--- config.mk ---
export PLATFORM = sky130hd
export DESIGN_NAME = mmult_seq
export DESIGN_NICKNAME = d
export VERILOG_FILES = /design/src/rtl/mmult_seq.sv
export SDC_FILE = /design/constraint.sdc
export NUM_CORES = 1
export LEC_CHECK = 0
export ABC_CLOCK_PERIOD_IN_PS = 3000
export CORE_MARGIN = 4
export CORE_UTILIZATION = 47
export DETAILED_ROUTE_END_ITERATION = 10
export GPL_TIMING_DRIVEN = 1
export MAX_ROUTING_LAYER = met4
export PLACE_DENSITY = 0.8
export SLEW_MARGIN = 20
export SYNTH_ARGS = -nofsm -noshare
export SYNTH_HDL_FRONTEND = slang
export SYNTH_SLANG_ARGS = --single-unit
--- constraint.sdc ---
create_clock -name clk -period 3 [get_ports clk]
set_input_delay 0.3 -clock clk [delete_from_list [all_inputs] [get_ports clk]]
set_output_delay 0.3 -clock clk [all_outputs]
set_load 0.01 [all_outputs]
--- src/rtl/mmult_seq.sv ---
// Sequencer for the systolic matrix-multiply datapath: walks the matrix in row or
// column order, steps the operand register halves and frames the MAC. Optional MMULT_STALLCNT_EN adds stall_cnt.
module mmult_seq #(
    parameter int AW    = 24,
    parameter int RW    = 5,
    parameter int DRAIN = 2
) (
    input  logic          clk,
    input  logic          reset,
    input  logic          go,
    input  logic [AW-1:0] mtxa,
    input  logic          mtxc_col,
    input  logic [3:0]    mwidth,
    input  logic [RW-1:0] rbase,
    input  logic          count1,
    input  logic          mem_ack,
    output logic          cntld,
    output logic          cnten,
    output logic          mem_req,
    output logic [AW-1:0] mem_addr,
    output logic [RW-1:0] ridx,
    output logic          rsel_hi,
    output logic          mac_clr,
    output logic          mac_en,
    output logic          busy,
    output logic          done
`ifdef MMULT_STALLCNT_EN
    ,
    output logic [15:0]   stall_cnt
`endif
);

    typedef enum logic [2:0] {
        S_IDLE,
        S_LOAD,
        S_RUN,
        S_DRAIN,
        S_DONE
    } state_t;

    localparam int DCW = (DRAIN > 1) ? $clog2(DRAIN) : 1;

    state_t          state_q, state_d;
    logic [AW-1:0]   addr_q, addr_d;
    logic [RW-1:0]   ridx_q, ridx_d;
    logic            rsel_q, rsel_d;
    logic [6:0]      step_q, step_d;
    logic [DCW-1:0]  drain_q, drain_d;
    logic [4:0]      elems;

    // mwidth of 0 encodes a full 16-element row/column
    assign elems = (mwidth == 4'd0) ? 5'd16 : {1'b0, mwidth};

    always_ff @(posedge clk or posedge reset) begin
        if (reset) begin
            state_q <= S_IDLE;
            addr_q  <= '0;
            ridx_q  <= '0;
            rsel_q  <= 1'b0;
            step_q  <= '0;
            drain_q <= '0;
        end else begin
            state_q <= state_d;
            addr_q  <= addr_d;
            ridx_q  <= ridx_d;
            rsel_q  <= rsel_d;
            step_q  <= step_d;
            drain_q <= drain_d;
        end
    end

    always_comb begin
        state_d = state_q;
        addr_d  = addr_q;
        ridx_d  = ridx_q;
        rsel_d  = rsel_q;
        step_d  = step_q;
        drain_d = drain_q;
        cntld   = 1'b0;
        cnten   = 1'b0;
        mem_req = 1'b0;
        mac_clr = 1'b0;
        mac_en  = 1'b0;
        done    = 1'b0;
        busy    = (state_q != S_IDLE);
        case (state_q)
            S_IDLE: begin
                if (go) begin
                    addr_d  = mtxa & {{(AW-2){1'b1}}, 2'b00};
                    ridx_d  = rbase;
                    rsel_d  = 1'b0;
                    step_d  = mtxc_col ? {elems, 2'b00} : 7'd4;
                    state_d = S_LOAD;
                end
            end
            S_LOAD: begin
                cntld   = 1'b1;
                mac_clr = 1'b1;
                state_d = S_RUN;
            end
            S_RUN: begin
                mem_req = 1'b1;
                if (mem_ack) begin
                    cnten  = 1'b1;
                    mac_en = 1'b1;
                    addr_d = addr_q + AW'(step_q);
                    rsel_d = ~rsel_q;
                    // high half consumed: move on to the next register of the pair
                    if (rsel_q)
                        ridx_d = ridx_q + 1'b1;
                    if (count1) begin
                        if (DRAIN == 0) begin
                            state_d = S_DONE;
                        end else begin
                            state_d = S_DRAIN;
                            drain_d = DCW'(DRAIN - 1);
                        end
                    end
                end
            end
            S_DRAIN: begin
                if (drain_q == '0)
                    state_d = S_DONE;
                else
                    drain_d = drain_q - 1'b1;
            end
            S_DONE: begin
                done    = 1'b1;
                state_d = S_IDLE;
            end
            default: state_d = S_IDLE;
        endcase
    end

    assign mem_addr = addr_q;
    assign ridx     = ridx_q;
    assign rsel_hi  = rsel_q;

`ifdef MMULT_STALLCNT_EN
    logic [15:0] stall_q, stall_d;

    always_comb begin
        stall_d = stall_q;
        if (state_q == S_LOAD)
            stall_d = '0;
        else if ((state_q == S_RUN) && !mem_ack && (stall_q != 16'hFFFF))
            stall_d = stall_q + 16'd1;
    end

    always_ff @(posedge clk or posedge reset) begin
        if (reset)
            stall_q <= '0;
        else
            stall_q <= stall_d;
    end

    assign stall_cnt = stall_q;
`endif

endmodule

==> report_table.html <==
<table>
<tr><th>Metric</th><th>Value</th></tr>
<tr><th colspan="2">Run status</th></tr>
<tr><td>Run status</td><td>finished, final reports clean</td></tr>
<tr><th colspan="2">Timing</th></tr>
<tr><td>Maximum clock skew at final layout</td><td>0.00628 ns</td></tr>
<tr><td>Post-route minimum period</td><td>2.44 ns</td></tr>
<tr><td>RSZ-0062 raised after global routing</td><td>no</td></tr>
<tr><td>Headroom to the max-slew limit</td><td>53.0%</td></tr>
<tr><td>Number of setup violations in the final report</td><td>0</td></tr>
<tr><td>Max Slew Vio Count</td><td>0</td></tr>
<tr><td>Crit share post-route</td><td>81.4%</td></tr>
<tr><td>Final setup margin</td><td>between 0.5 and 0.6 ns</td></tr>
<tr><td>Final count of hold timing violations</td><td>0</td></tr>
<tr><td>Actual transition at the worst max-transition pin</td><td>just over 0.7 ns</td></tr>
<tr><td>Top achievable clock speed</td><td>between 0.4 and 0.5 GHz</td></tr>
<tr><td>Final total negative setup slack</td><td>0 ns</td></tr>
<tr><td>Post-route worst hold slack</td><td>0.405 ns</td></tr>
<tr><th colspan="2">Synth</th></tr>
<tr><td>Number of different library cells in the post-synthesis netlist</td><td>58</td></tr>
<tr><td>Area of the mapped netlist</td><td>around 2400 sq um</td></tr>
<tr><td>Sequential element share of the synthesized area</td><td>39.3%</td></tr>
<tr><td>Top area cells in the synthesized netlist</td><td>dfrtp_1, nand2_1, a21oi_1, o21ai_0, nor2_1</td></tr>
<tr><td>Synth Flop Type</td><td>dfrtp_1</td></tr>
<tr><td>Synthesized area per cell</td><td>roughly 8.6 sq um</td></tr>
<tr><td>Count of warnings emitted by yosys</td><td>0</td></tr>
<tr><td>Post-synthesis async set-or-reset flop share</td><td>100%</td></tr>
<tr><td>Number of synthesized register bits</td><td>37</td></tr>
<tr><td>Number of standard cells after synthesis</td><td>approximately 270</td></tr>
<tr><td>Fraction of synthesized cell area taken by the top area cell type</td><td>between 30 and 40%</td></tr>
<tr><td>Number of flops mapped to enable cells by yosys</td><td>0</td></tr>
<tr><td>Largest area contributor in the synthesized netlist</td><td>dfrtp_1</td></tr>
<tr><th colspan="2">Detailed routing</th></tr>
<tr><td>Antenna Violating Nets Remaining</td><td>0</td></tr>
<tr><td>Detailed router's first-iteration violation count</td><td>115</td></tr>
<tr><td>Via count</td><td>2338</td></tr>
<tr><td>Detailed-route vias per instance</td><td>5.77</td></tr>
<tr><td>Routed wirelength normalized by instance count</td><td>15.2 um</td></tr>
<tr><td>Number of detailed-routing iterations run before antenna repair</td><td>4</td></tr>
<tr><td>Total wirelength of the detailed-routed design</td><td>6.17 mm</td></tr>
<tr><td># DRC</td><td>0</td></tr>
<tr><th colspan="2">Power</th></tr>
<tr><td>Peak supply drop</td><td>608 uV</td></tr>
<tr><td>Design Power</td><td>between 3 and 4 mW</td></tr>
<tr><td>Leakage dissipation</td><td>1.27 nW</td></tr>
<tr><td>Power density cells</td><td>1090 nW/um^2</td></tr>
<tr><th colspan="2">GRT</th></tr>
<tr><td>Maximum number of pins on one net before global-route repair</td><td>42</td></tr>
<tr><td>Via count of the first global-routing pass</td><td>2237</td></tr>
<tr><td>Global-route wire length before repair</td><td>between 10 and 15 mm</td></tr>
<tr><td>Remaining Overflow, GRT</td><td>0</td></tr>
<tr><td>Initial antenna violation count</td><td>0</td></tr>
<tr><td>Total Routing Usage GR</td><td>20.8%</td></tr>
<tr><th colspan="2">Placed design</th></tr>
<tr><td>Weighted congestion reported at the end of routability-driven placement</td><td>around 0.85</td></tr>
<tr><td>Worst slack after detailed placement</td><td>between 0.6 and 0.7 ns</td></tr>
<tr><td>Half-perimeter wire length after detailed placement</td><td>between 4 and 5 mm</td></tr>
<tr><td>PortBufs</td><td>71</td></tr>
<tr><th colspan="2">Final layout</th></tr>
<tr><td>Final core occ</td><td>66.0%</td></tr>
<tr><td>Area growth, synth to finish</td><td>34.1%</td></tr>
<tr><td>Antenna diode count</td><td>0</td></tr>
<tr><td>Fraction of layout instances using a drive strength above 1</td><td>7.99%</td></tr>
<tr><td>Number of nets in the layout</td><td>383</td></tr>
<tr><th colspan="2">Clock tree</th></tr>
<tr><td>Clock net sink count</td><td>37</td></tr>
<tr><td>Clock Latency Late Sink</td><td>0.29 ns</td></tr>
<tr><td>Clock edge transition at the registers on the reported setup and hold paths</td><td>0.07 ns</td></tr>
<tr><td>Cell at the root of the clock tree</td><td>clkbuf_8</td></tr>
<tr><td>Clock buffer depth</td><td>2</td></tr>
<tr><td>CTS tree</td><td>done</td></tr>
<tr><td>Count of hold buffers inserted by post-cts repair</td><td>0</td></tr>
<tr><td>Clock buffers created by TritonCTS</td><td>5</td></tr>
<tr><td>H-tree levels</td><td>2</td></tr>
<tr><td>Setup Buffers After CTS</td><td>0</td></tr>
<tr><td>Post-cts resize count</td><td>0</td></tr>
<tr><th colspan="2">Floorplan</th></tr>
<tr><td>Standard-cell row count</td><td>25</td></tr>
<tr><td>Die footprint</td><td>slightly above 6000 sq um</td></tr>
<tr><td>Width of the die</td><td>78.8 um</td></tr>
<tr><td>Number of top-level pins</td><td>76</td></tr>
<tr><td>Initial Util</td><td>49.2%</td></tr>
<tr><td>Die extent in y</td><td>78.8 um</td></tr>
<tr><td>Core Area</td><td>4790 sq um</td></tr>
<tr><th colspan="2">Setup path</th></tr>
<tr><td>Maximum fanout encountered on the critical timing path</td><td>11</td></tr>
<tr><td>Worst setup path start</td><td>state_q[0]$_DFFE_PP0P_</td></tr>
<tr><td>Kind of launch point of the worst setup path</td><td>flop</td></tr>
<tr><td>Arrival @ worst endpoint</td><td>approximately 2.1 ns</td></tr>
<tr><td>Depth of the most critical reg-to-reg path</td><td>7</td></tr>
<tr><td>Source of the worst register-to-register timing path</td><td>mem_addr[2]$_DFFE_PP0P_</td></tr>
<tr><td>Setup CP Type</td><td>flop to primary output</td></tr>
<tr><td>Required time reported for the critical path endpoint</td><td>2.70 ns</td></tr>
<tr><td>Critical path capture point type</td><td>primary output</td></tr>
<tr><td>Worst setup slack for register-to-register paths</td><td>0.64 ns</td></tr>
<tr><th colspan="2">Hold path</th></tr>
<tr><td>Path class of the lowest-slack min-delay path</td><td>input port to asynchronous set/reset pin</td></tr>
<tr><th colspan="2">Flow run</th></tr>
<tr><td>Count of maximum capacitance violations</td><td>0</td></tr>
</table>
[stage by stage]
| step | instance area (sq um) | instances |
|---|---|---|
| final | 3160 | 405 |
| after CTS | 3160 | 405 |
| after floorplan | 2360 | 274 |
| after global placement | 3080 | 397 |
| after detailed placement | 3080 | 397 |
| after global routing | 3160 | 405 |
[sequential cells by signal, indices dropped and copies added, names as in the netlist]
signal    count
step_q        5
state_q       3
rsel_hi       1
drain_q       1
ridx          5
mem_addr     22
[cell usage after synthesis (all sizes together), types with 3 or more instances]
| library cell | number |
|---|---|
| dfrtp | 37 |
| nand2 | 34 |
| nor2 | 22 |
| a21oi | 21 |
| o21ai | 19 |
| buf | 14 |
| nand3 | 14 |
| nor3 | 12 |
| or3 | 8 |
| a311oi | 7 |
| a31oi | 7 |
| clkbuf | 6 |
| ha | 6 |
| a211oi | 5 |
| nand4 | 5 |
| o22ai | 5 |
| inv | 4 |
| nor3b | 4 |
| a21boi | 3 |
| and2 | 3 |
| and4 | 3 |
| nor2b | 3 |
| o21a | 3 |
[path summary, 6_finish.rpt]
check	endpoint
worst max-delay path	mac_en
worst min-delay path	mem_addr[11]$_DFFE_PP0P_
worst max register to register	mem_addr[18]$_DFFE_PP0P_
worst min register to register	step_q[5]$_DFFE_PP0P_
max in group asynchronous	state_q[1]$_DFFE_PP0P_
min in group clk	step_q[5]$_DFFE_PP0P_
[cell usage in the layout (no fill, tap or decap), drive strengths merged, types with 6 or more instances in the layout]
cell / instances
or3: 8
dfrtp: 37
clkdlybuf4s50: 71
clkbuf: 6
nor2: 22
a311oi: 7
nand3: 14
nand2: 34
a31oi: 7
nor3: 12
ha: 6
o21ai: 19
a21oi: 21
[layer usage]
| metal | share of wire (%) | vias to the layer above | global-route usage [%] |
|---|---|---|---|
| met2 | 49 | 80 | 34.6 |
| met5 | 0 | - | - |
| met4 | 1.4 | 0 | 8.57 |
| met1 | 44 | 1116 | 24.8 |
| met3 | 6.0 | 9 | 4.08 |
| li1 | - | 1133 | - |
[cell families after synthesis]
logic type	Yosys count	share of synthesized area, %
buffers and inverters	24	5.63
other	1	0.159
DFF	37	39.3
xor gates and xnor gates	2	0.744
AOI/OAI and AO/OA	86	24.7
and+or+nand+nor	115	25.0
muxes	1	0.425
adders and majority gates	7	4.04
[critical path: stages (launching register included)]
cell and delay, ns:
dfrtp_1 0.48, nor2_1 0.15, nand2_1 0.08, inv_1 0.08, nand2_1 0.16, inv_1 0.28
clkdlybuf4s50_1 0.60
[power by group]
part           leakage [nW]  internal (mW)  switching [mW]
Combinational         0.787          0.980            1.05
Sequential            0.439          0.744           0.317
Clock                0.0450          0.161           0.184
[final cells by class]
class / count / area, sq um
clock inverter: 2 / 10.0
clock buffer: 6 / 72.6
multi-input combinational: 213 / 1310
fill: 408 / 1630
inverter: 4 / 15.0
tap: 67 / 83.8
timing repair buffer: 76 / 748
sequential: 37 / 926
(Power assumes the default switching activity.)
